`src/rtl/hazard_fwd_ctrl.sv`:
```
// hazard_fwd_ctrl
//   Hazard detection and forwarding control for the 5-stage WISC core.
//   Tracks destination-register info for the instructions in EX, MEM and WB,
//   stalls decode on a load-use dependency and produces registered XX/XM
//   forwarding selects that execute consumes while the instruction sits in EX.
//   Optional build macro: HAZ_PERF_EN adds saturating stall/flush counters.
module hazard_fwd_ctrl #(
   parameter int REG_ADDR_W = 3,
   parameter int PERF_W     = 16
) (
   input  logic                  clk,
   input  logic                  rst,
   input  logic                  id_valid,
   input  logic [REG_ADDR_W-1:0] id_rs,
   input  logic                  id_rs_used,
   input  logic [REG_ADDR_W-1:0] id_rt,
   input  logic                  id_rt_used,
   input  logic                  id_wr_en,
   input  logic [REG_ADDR_W-1:0] id_wr_reg,
   input  logic [1:0]            id_res_src,
   input  logic                  flush,
   input  logic                  mem_stall,
   output logic                  stall_id,
   output logic                  forward_XX_A,
   output logic                  forward_XX_B,
   output logic                  forward_XM_A,
   output logic                  forward_XM_B,
   output logic [1:0]            forward_XX_sel,
   output logic [1:0]            forward_XM_sel
`ifdef HAZ_PERF_EN
   ,
   output logic [PERF_W-1:0]     perf_stall_cnt,
   output logic [PERF_W-1:0]     perf_flush_cnt
`endif
);

   localparam logic [1:0] SRC_LOAD = 2'b10;

   // shadow entries: {valid, wr_en, wr_reg, res_src} per stage
   logic                  r_ex_valid;
   logic                  r_ex_wr_en;
   logic [REG_ADDR_W-1:0] r_ex_wr_reg;
   logic [1:0]            r_ex_res_src;
   logic                  r_mem_valid;
   logic                  r_mem_wr_en;
   logic [REG_ADDR_W-1:0] r_mem_wr_reg;
   logic [1:0]            r_mem_res_src;
   logic                  r_wb_valid;
   logic                  r_wb_wr_en;
   logic [REG_ADDR_W-1:0] r_wb_wr_reg;
   logic [1:0]            r_wb_res_src;

   // registered forwarding outputs
   logic                  r_fwd_xx_a;
   logic                  r_fwd_xx_b;
   logic                  r_fwd_xm_a;
   logic                  r_fwd_xm_b;
   logic [1:0]            r_fwd_xx_sel;
   logic [1:0]            r_fwd_xm_sel;

   logic                  w_ex_hit_rs;
   logic                  w_ex_hit_rt;
   logic                  w_mem_hit_rs;
   logic                  w_mem_hit_rt;
   logic                  w_load_use;
   logic                  w_stall;
   logic                  w_ex_bubble;

   // producer/consumer matching, load-use detection and stall priority
   always_comb begin
      w_ex_hit_rs  = 1'b0;
      w_ex_hit_rt  = 1'b0;
      w_mem_hit_rs = 1'b0;
      w_mem_hit_rt = 1'b0;
      w_load_use   = 1'b0;
      w_stall      = 1'b0;
      w_ex_hit_rs  = r_ex_valid  & r_ex_wr_en  & id_rs_used & (r_ex_wr_reg  == id_rs);
      w_ex_hit_rt  = r_ex_valid  & r_ex_wr_en  & id_rt_used & (r_ex_wr_reg  == id_rt);
      w_mem_hit_rs = r_mem_valid & r_mem_wr_en & id_rs_used & (r_mem_wr_reg == id_rs);
      w_mem_hit_rt = r_mem_valid & r_mem_wr_en & id_rt_used & (r_mem_wr_reg == id_rt);
      w_load_use   = id_valid & (w_ex_hit_rs | w_ex_hit_rt) & (r_ex_res_src == SRC_LOAD);
      // reset wins, then a frozen pipeline, then a redirect cancels the load-use stall
      if (rst) begin
         w_stall = 1'b0;
      end else if (mem_stall) begin
         w_stall = 1'b1;
      end else if (flush) begin
         w_stall = 1'b0;
      end else begin
         w_stall = w_load_use;
      end
   end

   // EX receives a bubble on a redirect or on a load-use stall
   assign w_ex_bubble = flush | w_load_use;
   assign stall_id    = w_stall;

   // shadow pipeline: clear, hold under mem_stall, else advance
   always_ff @(posedge clk) begin
      if (rst) begin
         r_ex_valid    <= 1'b0;
         r_ex_wr_en    <= 1'b0;
         r_ex_wr_reg   <= {REG_ADDR_W{1'b0}};
         r_ex_res_src  <= 2'b00;
         r_mem_valid   <= 1'b0;
         r_mem_wr_en   <= 1'b0;
         r_mem_wr_reg  <= {REG_ADDR_W{1'b0}};
         r_mem_res_src <= 2'b00;
         r_wb_valid    <= 1'b0;
         r_wb_wr_en    <= 1'b0;
         r_wb_wr_reg   <= {REG_ADDR_W{1'b0}};
         r_wb_res_src  <= 2'b00;
      end else if (mem_stall) begin
         r_ex_valid    <= r_ex_valid;
         r_mem_valid   <= r_mem_valid;
         r_wb_valid    <= r_wb_valid;
      end else begin
         r_wb_valid    <= r_mem_valid;
         r_wb_wr_en    <= r_mem_wr_en;
         r_wb_wr_reg   <= r_mem_wr_reg;
         r_wb_res_src  <= r_mem_res_src;
         r_mem_valid   <= r_ex_valid;
         r_mem_wr_en   <= r_ex_wr_en;
         r_mem_wr_reg  <= r_ex_wr_reg;
         r_mem_res_src <= r_ex_res_src;
         if (w_ex_bubble) begin
            r_ex_valid   <= 1'b0;
            r_ex_wr_en   <= 1'b0;
            r_ex_wr_reg  <= {REG_ADDR_W{1'b0}};
            r_ex_res_src <= 2'b00;
         end else begin
            r_ex_valid   <= id_valid;
            r_ex_wr_en   <= id_wr_en;
            r_ex_wr_reg  <= id_wr_reg;
            r_ex_res_src <= id_res_src;
         end
      end
   end

   // forwarding selects registered as ID advances into EX
   always_ff @(posedge clk) begin
      if (rst) begin
         r_fwd_xx_a   <= 1'b0;
         r_fwd_xx_b   <= 1'b0;
         r_fwd_xm_a   <= 1'b0;
         r_fwd_xm_b   <= 1'b0;
         r_fwd_xx_sel <= 2'b00;
         r_fwd_xm_sel <= 2'b00;
      end else if (mem_stall) begin
         r_fwd_xx_a   <= r_fwd_xx_a;
         r_fwd_xx_b   <= r_fwd_xx_b;
         r_fwd_xm_a   <= r_fwd_xm_a;
         r_fwd_xm_b   <= r_fwd_xm_b;
         r_fwd_xx_sel <= r_fwd_xx_sel;
         r_fwd_xm_sel <= r_fwd_xm_sel;
      end else if (w_ex_bubble) begin
         r_fwd_xx_a   <= 1'b0;
         r_fwd_xx_b   <= 1'b0;
         r_fwd_xm_a   <= 1'b0;
         r_fwd_xm_b   <= 1'b0;
         r_fwd_xx_sel <= 2'b00;
         r_fwd_xm_sel <= 2'b00;
      end else begin
         r_fwd_xx_a   <= id_valid & w_ex_hit_rs;
         r_fwd_xx_b   <= id_valid & w_ex_hit_rt;
         r_fwd_xm_a   <= id_valid & w_mem_hit_rs;
         r_fwd_xm_b   <= id_valid & w_mem_hit_rt;
         // one producer per stage, so a single select per stage suffices
         r_fwd_xx_sel <= (id_valid & (w_ex_hit_rs | w_ex_hit_rt))   ? r_ex_res_src  : 2'b00;
         r_fwd_xm_sel <= (id_valid & (w_mem_hit_rs | w_mem_hit_rt)) ? r_mem_res_src : 2'b00;
      end
   end

   assign forward_XX_A   = r_fwd_xx_a;
   assign forward_XX_B   = r_fwd_xx_b;
   assign forward_XM_A   = r_fwd_xm_a;
   assign forward_XM_B   = r_fwd_xm_b;
   assign forward_XX_sel = r_fwd_xx_sel;
   assign forward_XM_sel = r_fwd_xm_sel;

`ifdef HAZ_PERF_EN
   localparam logic [PERF_W-1:0] PERF_MAX = {PERF_W{1'b1}};
   localparam logic [PERF_W-1:0] PERF_ONE = {{(PERF_W-1){1'b0}}, 1'b1};

   logic [PERF_W-1:0] r_perf_stall_cnt;
   logic [PERF_W-1:0] r_perf_flush_cnt;

   // saturating counts of load-use bubbles and accepted redirects
   always_ff @(posedge clk) begin
      if (rst) begin
         r_perf_stall_cnt <= {PERF_W{1'b0}};
         r_perf_flush_cnt <= {PERF_W{1'b0}};
      end else begin
         if (!mem_stall && !flush && w_load_use && (r_perf_stall_cnt != PERF_MAX)) begin
            r_perf_stall_cnt <= r_perf_stall_cnt + PERF_ONE;
         end else begin
            r_perf_stall_cnt <= r_perf_stall_cnt;
         end
         if (!mem_stall && flush && (r_perf_flush_cnt != PERF_MAX)) begin
            r_perf_flush_cnt <= r_perf_flush_cnt + PERF_ONE;
         end else begin
            r_perf_flush_cnt <= r_perf_flush_cnt;
         end
      end
   end

   assign perf_stall_cnt = r_perf_stall_cnt;
   assign perf_flush_cnt = r_perf_flush_cnt;
`endif

endmodule

```
`config.mk`:
```
export PLATFORM = sky130hd
export DESIGN_NAME = hazard_fwd_ctrl
export DESIGN_NICKNAME = d
export VERILOG_FILES = /design/src/rtl/hazard_fwd_ctrl.sv
export SDC_FILE = /design/constraint.sdc
export NUM_CORES = 1
export LEC_CHECK = 0
export ABC_AREA = 1
export BUFFER_PORTS_ARGS = -buffer_cell sky130_fd_sc_hd__buf_2
export CAP_MARGIN = 20
export CELL_PAD_IN_SITES_DETAIL_PLACEMENT = 1
export CELL_PAD_IN_SITES_GLOBAL_PLACEMENT = 1
export CORE_UTILIZATION = 32
export DETAILED_ROUTE_END_ITERATION = 12
export HOLD_SLACK_MARGIN = 0.15
export PLACE_DENSITY = 0.77
export SLEW_MARGIN = 0
export SYNTH_ARGS = -nofsm -noshare
export SYNTH_HDL_FRONTEND = slang
export SYNTH_SLANG_ARGS = --single-unit
```
`constraint.sdc`:
```
create_clock -name clk -period 1.1 [get_ports clk]
set_input_delay 0.11 -clock clk [delete_from_list [all_inputs] [get_ports clk]]
set_output_delay 0.11 -clock clk [all_outputs]
set_load 0.02 [all_outputs]
```
Yosys cells after proc, flatten, opt, wreduce, memory -nomap -nowiden --
Cells that the tools add are included.
Word-level totals: input bits 19, register bits after elaboration 22, output and inout bits 9, logic and storage cells 54
Cells by class: multiplexer cells 15, equality and inequality tests 5, bitwise logic cells 20
Operator list (number):
- $and 1x1->1 | 17
- $eq 3x3->1 | 4
- $mux 2 | 5
- $mux 1 | 9
- $mux 3 | 1
- $or 1x1->1 | 3
- $eq 2x2->1 const B | 1

Longest topological paths before layout --
word-level depth 9, depth in mapped cells 11, mapped depth without buffers 11

Least setup slack after synthesis --
OpenSTA, ideal clock, no wires.
kind reg-to-output, start register r_ex_wr_reg[0], end output port stall_id, cell stages (with the launch flop) 9, arrival time 1198 ps, path buffers 0, path slack -208 ps, required time 990 ps, path through dfxtp_1 > inv_1 > nand2_1 > nand2_1 > nor2_1 > nand2_1 > nand2_2 > nand3_1 > a21oi_1
On the way: cells in the longest elaborated chain, start to end 8, elaborated cells on any way between the ends 10, classes of those cells 2 x eq/ne; 3 x mux; 5 x bitwise
RTL lines:
- start: declaration | RTL line 42 | logic [REG_ADDR_W-1:0] r_ex_wr_reg;
- start signal: assignment | RTL line 103 | r_ex_wr_reg <= {REG_ADDR_W{1'b0}};
- start signal: assignment | RTL line 129 | r_ex_wr_reg <= {REG_ADDR_W{1'b0}};
- start signal: assignment | RTL line 134 | r_ex_wr_reg <= id_wr_reg;
- $eq 3x3->1, on equally long branches | RTL line 77, 78
- $and 1x1->1, on equally long branches | RTL line 77, 78
- $or 1x1->1 * | RTL line 81 | w_load_use = id_valid & (w_ex_hit_rs | w_ex_hit_rt) & (r_ex_res_src == SRC_LOAD);
- $and 1x1->1 * (2 in a row) | RTL line 81
- $mux 1 * | RTL line 87 | end else if (flush) begin
- $mux 1 * | RTL line 85 | end else if (mem_stall) begin
- $mux 1 * | RTL line 83 | if (rst) begin
- end: declaration | RTL line 23 | output logic stall_id,
Mark *: on every way between the ends. The rest lies on a longest branch, timed or not.

Worst setup path after layout --
Same ends and word-level chain as after synthesis.

==> impl_metrics.toml <==
[clock_tree]
clock_latency_ps = 320
cts_max_level = 1
cts.sinks = 22
cts_root_buf = "clkbuf_4"
cts_made_buffers = 3
clk_pin_slew_ps = 140
cts.path.max_buffers = 2
cts_tree = "yes"

[status]
violations = "negative setup slack"
status = "complete, but fails checks"

[floorplan]
dieArea_sq_um = 3880
design.portCount = 28
rows = 21
die_w_um = 62.3
die_h_um = 62.3
core-area_sq_um = 3420
start_util_pct = 34.1

[synthesis]
synth_fp_nets = 203
yosysMostFrequentCell = "nand2_1"
synth_top_area_share_pct = 37.8
synth_area_leaders = "dfxtp_1 (38%), nand2_1 (19%), a21oi_1 (8.2%)"
synth-edff-count = 0
ys_seq_elements = 22
yosys-top-cells-count = "nand2_1 (58), dfxtp_1 (22), inv_1 (22)"
syn_area_sq_um = 1160
syn_inst = 184
synth.avg_cell_area_sq_um = 6.32
yosysWarnings = 0
synth_seq_area_share_pct = 37.8
ys_types = 14
yosysTopAreaCell = "dfxtp_1"
synthArstFlopShare_pct = 0
synth_ff_type = "dfxtp_1"

[critical_path]
critPathKind = "reg2out"
ff2ff_setup_slack_ps = -470
reg2reg_depth = 12
r2r_end = "forward_XM_A$_SDFFE_PP0N_"
cp_max_fo = 4
start_kind = "register"
endpoint_kind = "output port"
r2r-start = "r_ex_wr_reg[0]$_SDFFE_PP0N_"
crit_required_ps = 990
cp.arrival_ps = 1520

[hold_path]
holdPathStages = 6
holdPathEnd = "forward_XX_B$_SDFFE_PP0N_"
hold_path_class = "in2reg"
hp-start = "id_rt[1]"

[sta]
setup_ws_ps = -532
fmax_mhz = 613
hold_violations = 0
final_max_slew_viol_count = 0
rsz0062_at_grt = "yes"
fin_crit_ps = 1630
fin_crit_sh_pct = 148
slew_headroom_pct = 70.9
finalSetupViolCount = 16
clock_skew_ps = 14.1
tightest_slew_ps = 436

[routing]
ant_nets = 0
wirelength_mm = 3.76
viasPerCell = 4.71
drt-initial-drc-count = 29
wl_per_cell_um = 13.1
dr.pass1.iters = 4
drcViolationCount = 0
via_count = 1356

[placement]
gp_congestion = 0.745
dp_slack_ps = -266
hpwl_mm = 2.50
port-buffer-count = 27

[pwr]
cellLeakagePower_uw = 0.000872
max-vdd-ir-drop_mv = 0.753
power.density_nw_per_um2 = 1070

[global_routing]
grt_pass1_wl_mm = 6.49
globalRouteOverflowTotal = 0
grt_max_degree = 18
track_usage_pct = 20.6
antenna_found_initial = 0
grt_pass1_vias = 1453

[cells_and_area]
fillerInstances = 464
diodes = 0
syn2layout_area_growth_pct = 49.8
drive_gt1_share_pct = 33.9
postLayoutCoreUtil_pct = 51.0
fin_nets = 262

[run]
maxCapViolCount = 0
how the worst max path moves through the flow:
stage,start,to,cells past startpoint
after floorplan,r_ex_wr_reg[1]$_SDFFE_PP0N_,forward_XM_A$_SDFFE_PP0N_,10
after global placement,r_ex_wr_reg[2]$_SDFFE_PP0N_,stall_id,9
after detailed placement,r_ex_wr_reg[0]$_SDFFE_PP0N_,forward_XM_sel[1]$_SDFFE_PP0N_,11
after CTS,r_ex_wr_reg[0]$_SDFFE_PP0N_,stall_id,9
after global routing,r_ex_wr_reg[1]$_SDFFE_PP0N_,stall_id,9
final,r_ex_wr_reg[0]$_SDFFE_PP0N_,stall_id,9
through the flow:
step                instance area, sq um  std cells  total power, uW  TNS [ps]  hold slack, ps
global route                        1740        288             1960     -8700             225
CTS                                 1700        287             1860     -5180             212
detailed placement                  1520        272             1190     -3440             369
global placement                    1520        272             1180     -2750             367
floorplan                           1180        184             1040      -839             245
finish                              1740        288             1860     -6830             201
report_power, final:
| group | switching, uW | leakage (uW) | internal, uW |
|---|---|---|---|
| Combinational | 196 | 0.000662 | 166 |
| Sequential | 25.7 | 0.000183 | 835 |
| Clock | 268 | 0.0000279 | 368 |
cell families after synthesis:
logic type             count (synthesis)  share of synthesized area, %
buffers and inverters                 30                          10.5
AND/OR/NAND/NOR                       97                          36.6
AO/OA/AOI/OAI                         35                          15.1
flip-flops                            22                          37.8
layer usage:
| metal | vias up | routed length [um] | GRT usage [%] |
|---|---|---|---|
| li1 | 698 | - | - |
| met5 | - | 0 | 0 |
| met1 | 639 | 1680 | 23.7 |
| met3 | 2 | 71 | 2.76 |
| met4 | 0 | 15 | 4.36 |
| met2 | 17 | 1990 | 39.7 |
critical path, cell delays in order, from the launching register on:
cell     delay [ps]
dfxtp_4         390
inv_2            40
nand2_1          50
nand2_1          60
nor2_2          130
nand2_1          90
nand2_2         110
nand3_4          80
a21oi_4         130
buf_6           130
layout by cell type (no fill, tap or decap), types with 8 or more instances in the layout:
cell	synthesis	final
dfxtp_1	22	17
o21ai_0	16	16
nand2_1	58	56
nor2_1	19	17
buf_4	0	23
a21oi_1	19	17
inv_1	22	19
buf_2	2	26
dlygate4sd3_1	0	8
area by class of cell:
type	count	area, sq um	share of cell area, %
inverter	22	82.6	4.74
clock inverter	1	30.0	1.72
tap	46	57.6	3.30
clock buffer	3	22.5	1.29
timing repair buffer	62	448	25.7
multi-input combinational	132	653	37.5
sequential	22	449	25.8
repair_timing:
action | in CTS | in global routing
endpoints found under the setup margin | 16 | 16
hold buffers | 8 | 0
hold endpoints to repair | 12 | 0
buffers inserted | 3 | 1
pin swaps | 6 | 7
gates resized for setup | 13 | 7
Note: power is estimated with default switching activity, not from simulation.
